## src/rtl/centroid_pkg.sv

```systemverilog
// Shared types and helpers for the centroid tracker.
// Optional velocity fields are present when CENTROID_VELOCITY_EN is defined.
package centroid_pkg;

    localparam int DEF_W  = 11;
    localparam int DROP_W = 8;

    typedef enum logic [1:0] {
        SEARCH,
        ACQUIRE,
        TRACK,
        COAST
    } state_t;

    typedef struct packed {
        logic [DEF_W-1:0]        x;
        logic [DEF_W-1:0]        y;
`ifdef CENTROID_VELOCITY_EN
        logic signed [DEF_W:0]   vx;
        logic signed [DEF_W:0]   vy;
`endif
    } report_t;

    // diff is the sign-extended W+1 bit difference between sample and reference
    function automatic logic inGate(input int diff, input int gate);
        return (diff <= gate) && (diff >= -gate);
    endfunction

endpackage

```

## src/rtl/centroid_tracker_if.sv

```systemverilog
// Sample input and report output channels of the centroid tracker.
// Velocity signals are present when CENTROID_VELOCITY_EN is defined.
interface centroid_tracker_if #(parameter int W = centroid_pkg::DEF_W);

    logic [W-1:0]        iX;
    logic [W-1:0]        iY;
    logic                iDVAL;
    logic [W-1:0]        oX;
    logic [W-1:0]        oY;
    logic                oVALID;
    logic                iREADY;
`ifdef CENTROID_VELOCITY_EN
    logic signed [W:0]   oVX;
    logic signed [W:0]   oVY;

    modport slave  (input  iX, iY, iDVAL, iREADY,
                    output oX, oY, oVALID, oVX, oVY);
    modport master (output iX, iY, iDVAL, iREADY,
                    input  oX, oY, oVALID, oVX, oVY);
`else
    modport slave  (input  iX, iY, iDVAL, iREADY,
                    output oX, oY, oVALID);
    modport master (output iX, iY, iDVAL, iREADY,
                    input  oX, oY, oVALID);
`endif

endinterface

```

## src/rtl/centroid_report_reg.sv

```systemverilog
// Valid/ready report holding register: newest report always wins, and every
// report overwritten before acceptance bumps a saturating drop counter.
module centroid_report_reg
    import centroid_pkg::*;
#(
    parameter type rpt_t = report_t
) (
    input  logic              iCLK,
    input  logic              iRST,
    input  logic              iLOAD,
    input  rpt_t              iDATA,
    input  logic              iREADY,
    output rpt_t              oDATA,
    output logic              oVALID,
    output logic [DROP_W-1:0] oDROP_CNT
);

    localparam logic [DROP_W-1:0] DROP_MAX = '1;
    localparam logic [DROP_W-1:0] DROP_ONE = DROP_W'(1);

    always_ff @(posedge iCLK or negedge iRST) begin
        if (!iRST) begin
            oDATA     <= '0;
            oVALID    <= 1'b0;
            oDROP_CNT <= '0;
        end else if (iLOAD) begin
            oDATA  <= iDATA;
            oVALID <= 1'b1;
            if (oVALID && !iREADY && (oDROP_CNT != DROP_MAX))
                oDROP_CNT <= oDROP_CNT + DROP_ONE;
        end else if (oVALID && iREADY) begin
            oVALID <= 1'b0;
        end
    end

endmodule

```

## src/rtl/centroid_tracker.sv

```systemverilog
// Centroid tracker: confirm/gate incoming centroids, EMA-filter while locked,
// and emit filtered reports. Define CENTROID_VELOCITY_EN to add oVX/oVY.
module centroid_tracker
    import centroid_pkg::*;
#(
    parameter int W              = DEF_W,
    parameter int GATE           = 32,
    parameter int CONFIRM_FRAMES = 3,
    parameter int LOST_FRAMES    = 8,
    parameter int ALPHA_SHIFT    = 2
) (
    input  logic              iCLK,
    input  logic              iRST,
    centroid_tracker_if.slave bus,
    output logic              oLOCKED,
    output logic [DROP_W-1:0] oDROP_CNT
);

    localparam int CNT_MAX = (CONFIRM_FRAMES > LOST_FRAMES) ? CONFIRM_FRAMES : LOST_FRAMES;
    localparam int CNT_W   = $clog2(CNT_MAX + 1);
    localparam logic [CNT_W-1:0] CNT_ONE   = CNT_W'(1);
    localparam logic [CNT_W-1:0] CONF_LAST = CNT_W'(CONFIRM_FRAMES - 1);
    localparam logic [CNT_W-1:0] MISS_LAST = CNT_W'(LOST_FRAMES - 1);

    typedef struct packed {
        logic [W-1:0]        x;
        logic [W-1:0]        y;
`ifdef CENTROID_VELOCITY_EN
        logic signed [W:0]   vx;
        logic signed [W:0]   vy;
`endif
    } rpt_t;

    // f + ((s - f) >>> ALPHA_SHIFT); the floor shift keeps the result between f and s
    function automatic logic [W-1:0] emaStep(input logic [W-1:0] f, input logic [W-1:0] s);
        logic signed [W:0] d;
        logic signed [W:0] step;
        d    = $signed({1'b0, s}) - $signed({1'b0, f});
        step = d >>> ALPHA_SHIFT;
        return f + step[W-1:0];
    endfunction

    state_t            state_p0;
    logic [W-1:0]      candX_p0, candY_p0;
    logic [W-1:0]      filtX_p0, filtY_p0;
    logic [CNT_W-1:0]  conf_p0, miss_p0;
    logic              locked_p0;
    logic              rptVld_p1;

    logic              empty, hit;
    logic [W-1:0]      refX, refY;
    logic signed [W:0] dX, dY;
    logic [W-1:0]      emaX, emaY;

    assign empty = (bus.iX == '0) && (bus.iY == '0);
    assign refX  = (state_p0 == ACQUIRE) ? candX_p0 : filtX_p0;
    assign refY  = (state_p0 == ACQUIRE) ? candY_p0 : filtY_p0;
    assign dX    = $signed({1'b0, bus.iX}) - $signed({1'b0, refX});
    assign dY    = $signed({1'b0, bus.iY}) - $signed({1'b0, refY});
    assign hit   = !empty && inGate(int'(dX), GATE) && inGate(int'(dY), GATE);
    assign emaX  = emaStep(filtX_p0, bus.iX);
    assign emaY  = emaStep(filtY_p0, bus.iY);

`ifdef CENTROID_VELOCITY_EN
    logic         firstRpt_p1;
    logic [W-1:0] prevX_p1, prevY_p1;
`endif

    // Stage p0: state, candidate and filter update on each centroid pulse
    always_ff @(posedge iCLK or negedge iRST) begin
        if (!iRST) begin
            state_p0    <= SEARCH;
            candX_p0    <= '0;
            candY_p0    <= '0;
            filtX_p0    <= '0;
            filtY_p0    <= '0;
            conf_p0     <= '0;
            miss_p0     <= '0;
            locked_p0   <= 1'b0;
            rptVld_p1   <= 1'b0;
`ifdef CENTROID_VELOCITY_EN
            firstRpt_p1 <= 1'b0;
`endif
        end else begin
            rptVld_p1   <= 1'b0;
`ifdef CENTROID_VELOCITY_EN
            firstRpt_p1 <= 1'b0;
`endif
            if (bus.iDVAL) begin
                case (state_p0)
                    SEARCH: begin
                        if (!empty) begin
                            candX_p0 <= bus.iX;
                            candY_p0 <= bus.iY;
                            conf_p0  <= CNT_ONE;
                            state_p0 <= ACQUIRE;
                        end
                    end
                    ACQUIRE: begin
                        if (empty) begin
                            state_p0 <= SEARCH;
                        end else begin
                            candX_p0 <= bus.iX;
                            candY_p0 <= bus.iY;
                            if (!hit) begin
                                conf_p0 <= CNT_ONE;
                            end else if (conf_p0 == CONF_LAST) begin
                                state_p0    <= TRACK;
                                locked_p0   <= 1'b1;
                                filtX_p0    <= bus.iX;
                                filtY_p0    <= bus.iY;
                                rptVld_p1   <= 1'b1;
`ifdef CENTROID_VELOCITY_EN
                                firstRpt_p1 <= 1'b1;
`endif
                            end else begin
                                conf_p0 <= conf_p0 + CNT_ONE;
                            end
                        end
                    end
                    TRACK: begin
                        rptVld_p1 <= 1'b1;
                        if (hit) begin
                            filtX_p0 <= emaX;
                            filtY_p0 <= emaY;
                        end else begin
                            state_p0 <= COAST;
                            miss_p0  <= CNT_ONE;
                        end
                    end
                    COAST: begin
                        if (hit) begin
                            state_p0  <= TRACK;
                            miss_p0   <= '0;
                            filtX_p0  <= emaX;
                            filtY_p0  <= emaY;
                            rptVld_p1 <= 1'b1;
                        end else if (miss_p0 == MISS_LAST) begin
                            state_p0  <= SEARCH;
                            locked_p0 <= 1'b0;
                        end else begin
                            miss_p0   <= miss_p0 + CNT_ONE;
                            rptVld_p1 <= 1'b1;
                        end
                    end
                    default: begin
                        state_p0  <= SEARCH;
                        locked_p0 <= 1'b0;
                    end
                endcase
            end
        end
    end

    assign oLOCKED = locked_p0;

    // Stage p1: assemble the report from the post-update filter
    rpt_t rptData_p1;
    rpt_t rptOut_p2;

`ifdef CENTROID_VELOCITY_EN
    always_ff @(posedge iCLK or negedge iRST) begin
        if (!iRST) begin
            prevX_p1 <= '0;
            prevY_p1 <= '0;
        end else if (rptVld_p1) begin
            prevX_p1 <= filtX_p0;
            prevY_p1 <= filtY_p0;
        end
    end
`endif

    always_comb begin
        rptData_p1   = '0;
        rptData_p1.x = filtX_p0;
        rptData_p1.y = filtY_p0;
`ifdef CENTROID_VELOCITY_EN
        if (!firstRpt_p1) begin
            rptData_p1.vx = $signed({1'b0, filtX_p0}) - $signed({1'b0, prevX_p1});
            rptData_p1.vy = $signed({1'b0, filtY_p0}) - $signed({1'b0, prevY_p1});
        end
`endif
    end

    // Stage p2: report holding register
    centroid_report_reg #(.rpt_t(rpt_t)) uReport (
        .iCLK      (iCLK),
        .iRST      (iRST),
        .iLOAD     (rptVld_p1),
        .iDATA     (rptData_p1),
        .iREADY    (bus.iREADY),
        .oDATA     (rptOut_p2),
        .oVALID    (bus.oVALID),
        .oDROP_CNT (oDROP_CNT)
    );

    assign bus.oX = rptOut_p2.x;
    assign bus.oY = rptOut_p2.y;
`ifdef CENTROID_VELOCITY_EN
    assign bus.oVX = rptOut_p2.vx;
    assign bus.oVY = rptOut_p2.vy;
`endif

endmodule

```

## src/flat_wrapper.sv

```systemverilog
// flat-port wrapper written by rule: the top's interface ports become plain ports
module centroid_tracker_flat import centroid_pkg::*;
#(
    parameter int W              = DEF_W,
    parameter int GATE           = 32,
    parameter int CONFIRM_FRAMES = 3,
    parameter int LOST_FRAMES    = 8,
    parameter int ALPHA_SHIFT    = 2
)
  (iCLK, iRST, oLOCKED, oDROP_CNT, bus_iX, bus_iY, bus_iDVAL, bus_iREADY, bus_oX, bus_oY, bus_oVALID);
  centroid_tracker_if #(.W(W)) bus_i ();
  input  logic iCLK;
  input  logic iRST;
  output logic oLOCKED;
  output logic [DROP_W-1:0] oDROP_CNT;
  input wire logic [$bits(bus_i.iX)-1:0] bus_iX;
  input wire logic [$bits(bus_i.iY)-1:0] bus_iY;
  input wire logic [$bits(bus_i.iDVAL)-1:0] bus_iDVAL;
  input wire logic [$bits(bus_i.iREADY)-1:0] bus_iREADY;
  output wire logic [$bits(bus_i.oX)-1:0] bus_oX;
  output wire logic [$bits(bus_i.oY)-1:0] bus_oY;
  output wire logic [$bits(bus_i.oVALID)-1:0] bus_oVALID;
  assign bus_i.iX = bus_iX;
  assign bus_i.iY = bus_iY;
  assign bus_i.iDVAL = bus_iDVAL;
  assign bus_i.iREADY = bus_iREADY;
  assign bus_oX = bus_i.oX;
  assign bus_oY = bus_i.oY;
  assign bus_oVALID = bus_i.oVALID;
  centroid_tracker #(.W(W), .GATE(GATE), .CONFIRM_FRAMES(CONFIRM_FRAMES), .LOST_FRAMES(LOST_FRAMES), .ALPHA_SHIFT(ALPHA_SHIFT)) u_core (.iCLK(iCLK), .iRST(iRST), .bus(bus_i), .oLOCKED(oLOCKED), .oDROP_CNT(oDROP_CNT));
endmodule
```

## config.mk

```make
export PLATFORM = sky130hd
export DESIGN_NAME = centroid_tracker_flat
export DESIGN_NICKNAME = d
export VERILOG_FILES = /design/src/rtl/centroid_pkg.sv /design/src/rtl/centroid_tracker_if.sv /design/src/rtl/centroid_report_reg.sv /design/src/rtl/centroid_tracker.sv /design/src/flat_wrapper.sv
export SDC_FILE = /design/constraint.sdc
export NUM_CORES = 1
export LEC_CHECK = 0
export CORE_AREA = 2 2 155 157
export CTS_BUF_LIST = sky130_fd_sc_hd__clkbuf_8 sky130_fd_sc_hd__clkbuf_16
export CTS_CLUSTER_DIAMETER = 60
export DETAILED_ROUTE_END_ITERATION = 8
export DIE_AREA = 0 0 157 159
export PLACE_DENSITY = 0.45
export REMOVE_ABC_BUFFERS = 1
export SLEW_MARGIN = 20
export SYNTH_ARGS = -nofsm -noshare
export SYNTH_HDL_FRONTEND = slang
export SYNTH_HIERARCHICAL = 1
export SYNTH_SLANG_ARGS = --single-unit
export TNS_END_PERCENT = 10
```

## constraint.sdc

```tcl
create_clock -name iCLK -period 5.7 [get_ports iCLK]
set_clock_uncertainty 0.1 [all_clocks]
set_input_delay 1.14 -clock iCLK [delete_from_list [all_inputs] [get_ports iCLK]]
set_output_delay 1.14 -clock iCLK [all_outputs]
set_load 0.03 [all_outputs]
```

* Word level (Yosys, flattened, before mapping)
Cells that the tools add are included.
Storage, ports and cells: bits in registers 87
Operators by class: $add $sub $neg 9, $lt $le $gt $ge 4, equal/unequal tests 19, multiplexer cells 44, bitwise logic cells 1, reductions and logical operators 27
Operators with widths (count):
- 11-bit two-way mux | 10
- 11-bit by 11-bit subtractor with 12-bit output | 4
- 11-bit one-hot mux with 2 select lines | 2
- 4-bit two-way mux | 7
- 12-bit by 6-bit >= comparator with 1-bit output (second input constant) | 2
- 12-bit by 7-bit less-or-equal comparator with 1-bit output (second input constant) | 2
- 11-bit adder | 2
- 11-bit zero test | 2
- 4-bit one-hot mux with 2 select lines | 2
- 2-bit two-way mux | 7
- 1-bit two-way mux | 13
- 6-bit AND reduction | 2
- 2-bit inequality test (second input constant) | 5
- 2-bit nonzero test | 5
- 4-bit by 1-bit adder with 4-bit output (second input constant) | 2
- 8-bit by 1-bit adder with 8-bit output (second input constant) | 1
- 1-bit logical AND | 8
- 8-bit inequality test (second input constant) | 1
- 2-bit one-hot mux with 4 select lines | 1
- 7-bit AND reduction | 1
- 2-bit by 1-bit inequality test with 1-bit output (second input constant) | 3
- 3-bit by 1-bit inequality test with 1-bit output (second input constant) | 2
- 3-bit by 2-bit inequality test with 1-bit output (second input constant) | 2
- 5-bit AND reduction | 1
- other kinds (14) | 17

* Longest topological paths before layout
depth in word-level cells 11, mapped depth 19

* Cells and area by module
Netlist, hierarchy kept.
By module, submodules not included:
- centroid_tracker | times used 1, cells each 712, area an instance 5599.1 um^2, seq. area each 1401.3 um^2
- centroid_report_reg | times used 1, cells each 88, area an instance 1311.3 um^2, seq. area each 775.7 um^2

* Worst setup path before layout
Ideal clock, no wire load.
path type register to register, start register u_core.state_p0[0], end register u_core.filtY_p0[10], data arrival time 4.225 ns, required time 5.479 ns, slack 1.254 ns, cell stages (with the launch flop) 20, path buffers 4, period minus slack after synthesis 4.446 ns, path through dfrtp_1 -> clkbuf_1 -> nor2b_1 -> clkbuf_1 -> clkbuf_1 -> nand2_1 -> nand2_1 -> ha_1 -> inv_1 -> fa_1 -> a211oi_1 -> o21a_1 -> nor2_1 -> xnor2_1 -> or3_1 -> nor3_1 -> o22ai_2 -> or3b_4 -> buf_2 -> o22a_1
On the way: longest elaborated chain between the ends 9, elaborated cells between the ends (all ways) 23
RTL lines:
- from (decl) | RTL line centroid_tracker.sv:43 | state_t state_p0;
- from (signal assigned) | RTL line centroid_tracker.sv:72 | state_p0 <= SEARCH;
- from (signal assigned) | RTL line centroid_tracker.sv:96 | state_p0 <= ACQUIRE;
- from (signal assigned) | RTL line centroid_tracker.sv:101 | state_p0 <= SEARCH;
- 2-bit by 1-bit == test with 1-bit output | RTL line centroid_tracker.sv:56, centroid_tracker.sv:57, centroid_tracker.sv:90
- 11-bit two-way mux | RTL line centroid_tracker.sv:56 | assign refX = (state_p0 == ACQUIRE) ? candX_p0 : filtX_p0;
- 11-bit by 11-bit subtractor with 12-bit output | RTL line centroid_tracker.sv:58 | assign dX = $signed({1'b0, bus.iX}) - $signed({1'b0, refX});
- 12-bit by 7-bit less-or-equal comparator with 1-bit output / 12-bit by 6-bit >= comparator with 1-bit output (equally long branches) | RTL line centroid_pkg.sv:26 | return (diff <= gate) && (diff >= -gate);
- 1-bit logical AND | RTL line centroid_pkg.sv:26
- 1-bit logical AND (2 in a row) | RTL line centroid_tracker.sv:60 | assign hit = !empty && inGate(int'(dX), GATE) && inGate(int'(dY), GATE);
- 2-bit by 1-bit inequality test with 1-bit output (no source line)
- 6-bit AND reduction (no source line)
- to (signal assigned) | RTL line centroid_tracker.sv:111 | filtY_p0 <= bus.iY;
- to (signal assigned) | RTL line centroid_tracker.sv:125 | filtY_p0 <= emaY;
- to (signal assigned) | RTL line centroid_tracker.sv:136 | filtY_p0 <= emaY;
- to (decl) | RTL line centroid_tracker.sv:45 | logic [W-1:0] filtX_p0, filtY_p0;
Several ways; a longest one is shown, not always the timed one. A chain may end at the register's enable or synchronous reset.

* Final worst setup path
start input port bus_iY[1], end register u_core.filtY_p0[10]
On the way: longest elaborated chain between the ends 7, elaborated cells between the ends (all ways) 17
RTL lines:
- from (decl) | RTL line flat_wrapper.sv:17 | input wire logic [$bits(bus_i.iY)-1:0] bus_iY;
- parallel branches: the longest is 7 deep, another holds 11-bit by 11-bit subtractor with 12-bit output
Parallel ways; which one is timed is not known. The select of a mux whose other input is x is not followed.

==> results.json <==
{
  "outcome": "completed",
  "yosys-top-cells-area": "dfrtp_1, ha_1, nand2_1",
  "cp-end-kind": "flop",
  "mostFrequentLayoutCell": "nand2_1",
  "io_pins": 58,
  "drc_errors": 0,
  "antenna_cells": 0,
  "cts_resized": 0,
  "startpoint_type": "primary input",
  "synth_cells": 800,
  "utilization_pct": 35.3,
  "yosys_warnings": 6,
  "min_path_cells": 2,
  "totalPowerFinal_mw": 1.75,
  "syn_area_um2": 6910,
  "dp_slack_ns": 0.327,
  "start_util_pct": 29.8,
  "crit_fanout": 5,
  "ys_ff_latch": 87,
  "powerDensity_nw_per_um2": 214,
  "gp_congestion": 0.764,
  "yosys.area_share.simple_pct": 20.8,
  "finalSetupViolCount": 0,
  "cts_tree": "done",
  "die_w_um": 157,
  "worstMarginPinSlew_ns": 0.761,
  "num_rows": 56,
  "met2WireLength_mm": 7.61,
  "h-tree-depth": 3,
  "wl_met1_mm": 9.40,
  "nFillCells": 2399,
  "place_inst": 1158,
  "dr.pass1.iters": 5,
  "grt_pass1_wl_mm": 29.6,
  "min_path_type": "flop to flop",
  "synth-compound-area-share_pct": 17.1,
  "seqPwrFrac_pct": 36.6,
  "worstPathRequired_ns": 5.84,
  "ys_seq_area_share_pct": 31.5,
  "fmax_mhz": 198,
  "synth_adder_area_share_pct": 13.1,
  "ys_types": 72,
  "rr_worst_depth": 17,
  "p_leak_nw": 3.69,
  "worst_path_largest_cell_delay_ns": 0.51,
  "routed.top_layer": "met4",
  "synth-xor-area-share_pct": 5.45,
  "fin_cells": 1174,
  "root_buffer": "clkbuf_16",
  "clk_latency_ns": 0.35,
  "synth-main-ff-cell": "dfrtp_1",
  "wl_per_cell_um": 14.9,
  "internal_power_mw": 1.26,
  "drt-initial-drc-count": 310,
  "min_period_over_period_pct": 88.6,
  "wirelength_mm": 17.6,
  "dr_total_vias": 5682,
  "hold_viol": 0,
  "vdd_ir_drop_max_uv": 122,
  "area_delta_synth_final_pct": 18.6,
  "switching_share_pct": 28.0,
  "synth_top_area_share_pct": 31.5,
  "arrival_ns": 5.19,
  "crit_top_cell": "a21oi_1",
  "drv_cap": 0,
  "grt_overflow": 0,
  "wl_met3_um": 336,
  "ant_nets": 0,
  "cts_setup_buffers": 0,
  "port_buffers": 57,
  "clock_path_buffers": 2,
  "crit_path_top_delay_cell": "clkdlybuf4s50_1",
  "post-route-min-period_ns": 5.05,
  "synthMuxAreaShare_pct": 8.08,
  "p_comb_share_pct": 21.1,
  "rsz0062_at_grt": "no",
  "worstPathCellList": "clkdlybuf4s50_1 > ha_1 > a21boi_0 > o21a_1 > nor2_1 > nor2b_1 > nor2_1 > xnor2_1 > ha_1 > a21o_1 > a21oi_1 > o21bai_1 > a2111o_1 > a31o_2 > a21oi_1 > xor2_1 > a21oi_1 > o22a_1",
  "cts_hold_buf": 0,
  "yosysTopAreaCell": "dfrtp_1",
  "drive_gt1_share_pct": 9.12,
  "fin_ws_ns": 0.651,
  "via_per_inst": 4.84,
  "cts_sinks": 87,
  "synth-edff-count": 0,
  "async_reset_ff_share_pct": 100,
  "maxSlewViolCount": 0,
  "grt_max_degree": 54,
  "pwr-share-clk_pct": 42.3,
  "numCtsBuffers": 9,
  "synth_top_family_by_area": "simple AND/OR/NAND/NOR gates",
  "fin_nets": 946,
  "antenna_found_initial": 0,
  "layout_common_cells": "nand2_1, dfrtp_1, ha_1",
  "multi_input_area_um2": 4470,
  "hpwlAfterDp_mm": 12.7,
  "clk_pin_slew_ns": 0.07,
  "grt_pass1_vias": 5642,
  "seq_area_um2": 2180,
  "switchingPower_mw": 0.491,
  "die_y_um": 159,
  "fin_hold_ws_ns": 0.380,
  "grt_use_total_pct": 14.7,
  "relSlewSlack_pct": 48.0,
  "synth.avg_cell_area_um2": 8.64,
  "crit_type": "primary input to flop",
  "core_area_um2": 23200,
  "die-area_um2": 25000
}
==> flip-flops by register name, indices dropped and copies added, names as in the netlist <==
register / flops
u_core/uReport/oDROP_CNT: 8
u_core/miss_p0: 4
u_core/candY_p0: 11
u_core/rptVld_p1: 1
u_core/candX_p0: 11
u_core/state_p0: 2
u_core/uReport/oVALID: 1
u_core/conf_p0: 4
u_core/filtX_p0: 11
u_core/oLOCKED: 1
u_core/filtY_p0: 11
u_core/uReport/oDATA: 22
==> synth_stat cells (4+ instances only) <==
library cell    n
o21ai_1        20
o31ai_1         5
xor2_1         13
ha_1           66
or3_1           8
inv_1          41
and3_1          7
dfrtp_1        87
nor2b_1         6
nor3b_1         6
nor4_1          7
mux2_2         24
a31oi_1         8
o21a_1          5
a211oi_1        7
nor3_1         14
clkbuf_1       20
buf_2           4
o21ai_0        24
a21oi_1        56
o211ai_1        6
nand2b_1        8
or2_2           7
or4_1           4
and2_1          4
nand4_1         6
fa_1            4
nor2_1         62
nand3_1        21
nand2_1       119
mux2i_1        25
a22o_1          4
a21o_1         17
o21bai_1        5
xnor2_1        30
==> path summary, 6_finish.rpt <==
check	start	end	slack, ns
min in group asynchronous	iRST	u_core/uReport/oDATA[7]$_DFFE_PN0P_	0.74
min reg2reg	u_core/candY_p0[6]$_DFFE_PN0P_	u_core/candY_p0[6]$_DFFE_PN0P_	0.38
max reg2reg	u_core/state_p0[0]$_DFFE_PN0P_	u_core/conf_p0[1]$_DFFE_PN0P_	0.86
min	u_core/candY_p0[6]$_DFFE_PN0P_	u_core/candY_p0[6]$_DFFE_PN0P_	0.38
max	bus_iY[1]	u_core/filtY_p0[10]$_DFFE_PN0P_	0.65
max in group asynchronous	iRST	u_core/filtX_p0[2]$_DFFE_PN0P_	3.80
==> metrics by stage <==
| step | cell area, um2 | setup TNS (ns) |
|---|---|---|
| floorplan | 6790 | -0.407 |
| global placement | 7840 | 0 |
| detailed placement | 7840 | 0 |
| CTS | 8200 | 0 |
| global route | 8200 | 0 |
| finish | 8200 | 0 |
==> worst max-delay path, delay by kind of cell <==
kind	cells	cell delay, ns
adders and majority gates	2	0.64
and+or+nand+nor	3	0.28
AOI/OAI and AO/OA	10	2.26
buffers and inverters	1	0.51
xor gates and xnor gates	2	0.34
==> cells by family after synthesis <==
family	count (synthesis)
XOR/XNOR	43
adder cells (fa/ha/maj)	70
flip-flops	87
AND/OR/NAND/NOR	295
multiplexers	52
buffers and inverters	68
AO/OA/AOI/OAI	185
==> power groups by stage <==
| stage | logic [mW] | clock network, mW | registers, mW |
|---|---|---|---|
| 6_report | 0.369 | 0.741 | 0.641 |
| 3_5_place_dp | 0.372 | 0 | 0.652 |
| 4_1_cts | 0.374 | 0.768 | 0.641 |
| 2_1_floorplan | 0.265 | 0 | 0.652 |
| 3_3_place_gp | 0.373 | 0 | 0.653 |
| 5_1_grt | 0.426 | 0.789 | 0.643 |
==> area by class of cell <==
cell class / count / area share (%)
clock buffers: 9 / 2.75
clock inverters: 7 / 1.65
inverters: 41 / 1.88
multi-input cells: 645 / 54.5
flip-flops and latches: 87 / 26.6
well taps: 319 / 4.87
repair buffers: 66 / 7.75
==> layer usage <==
layer	up-vias	track usage [%]
met1	2670	22.0
met5	-	0
met3	10	1.74
li1	2951	-
met4	0	4.05
met2	51	22.4
Note: power is estimated with default switching activity, not from simulation.
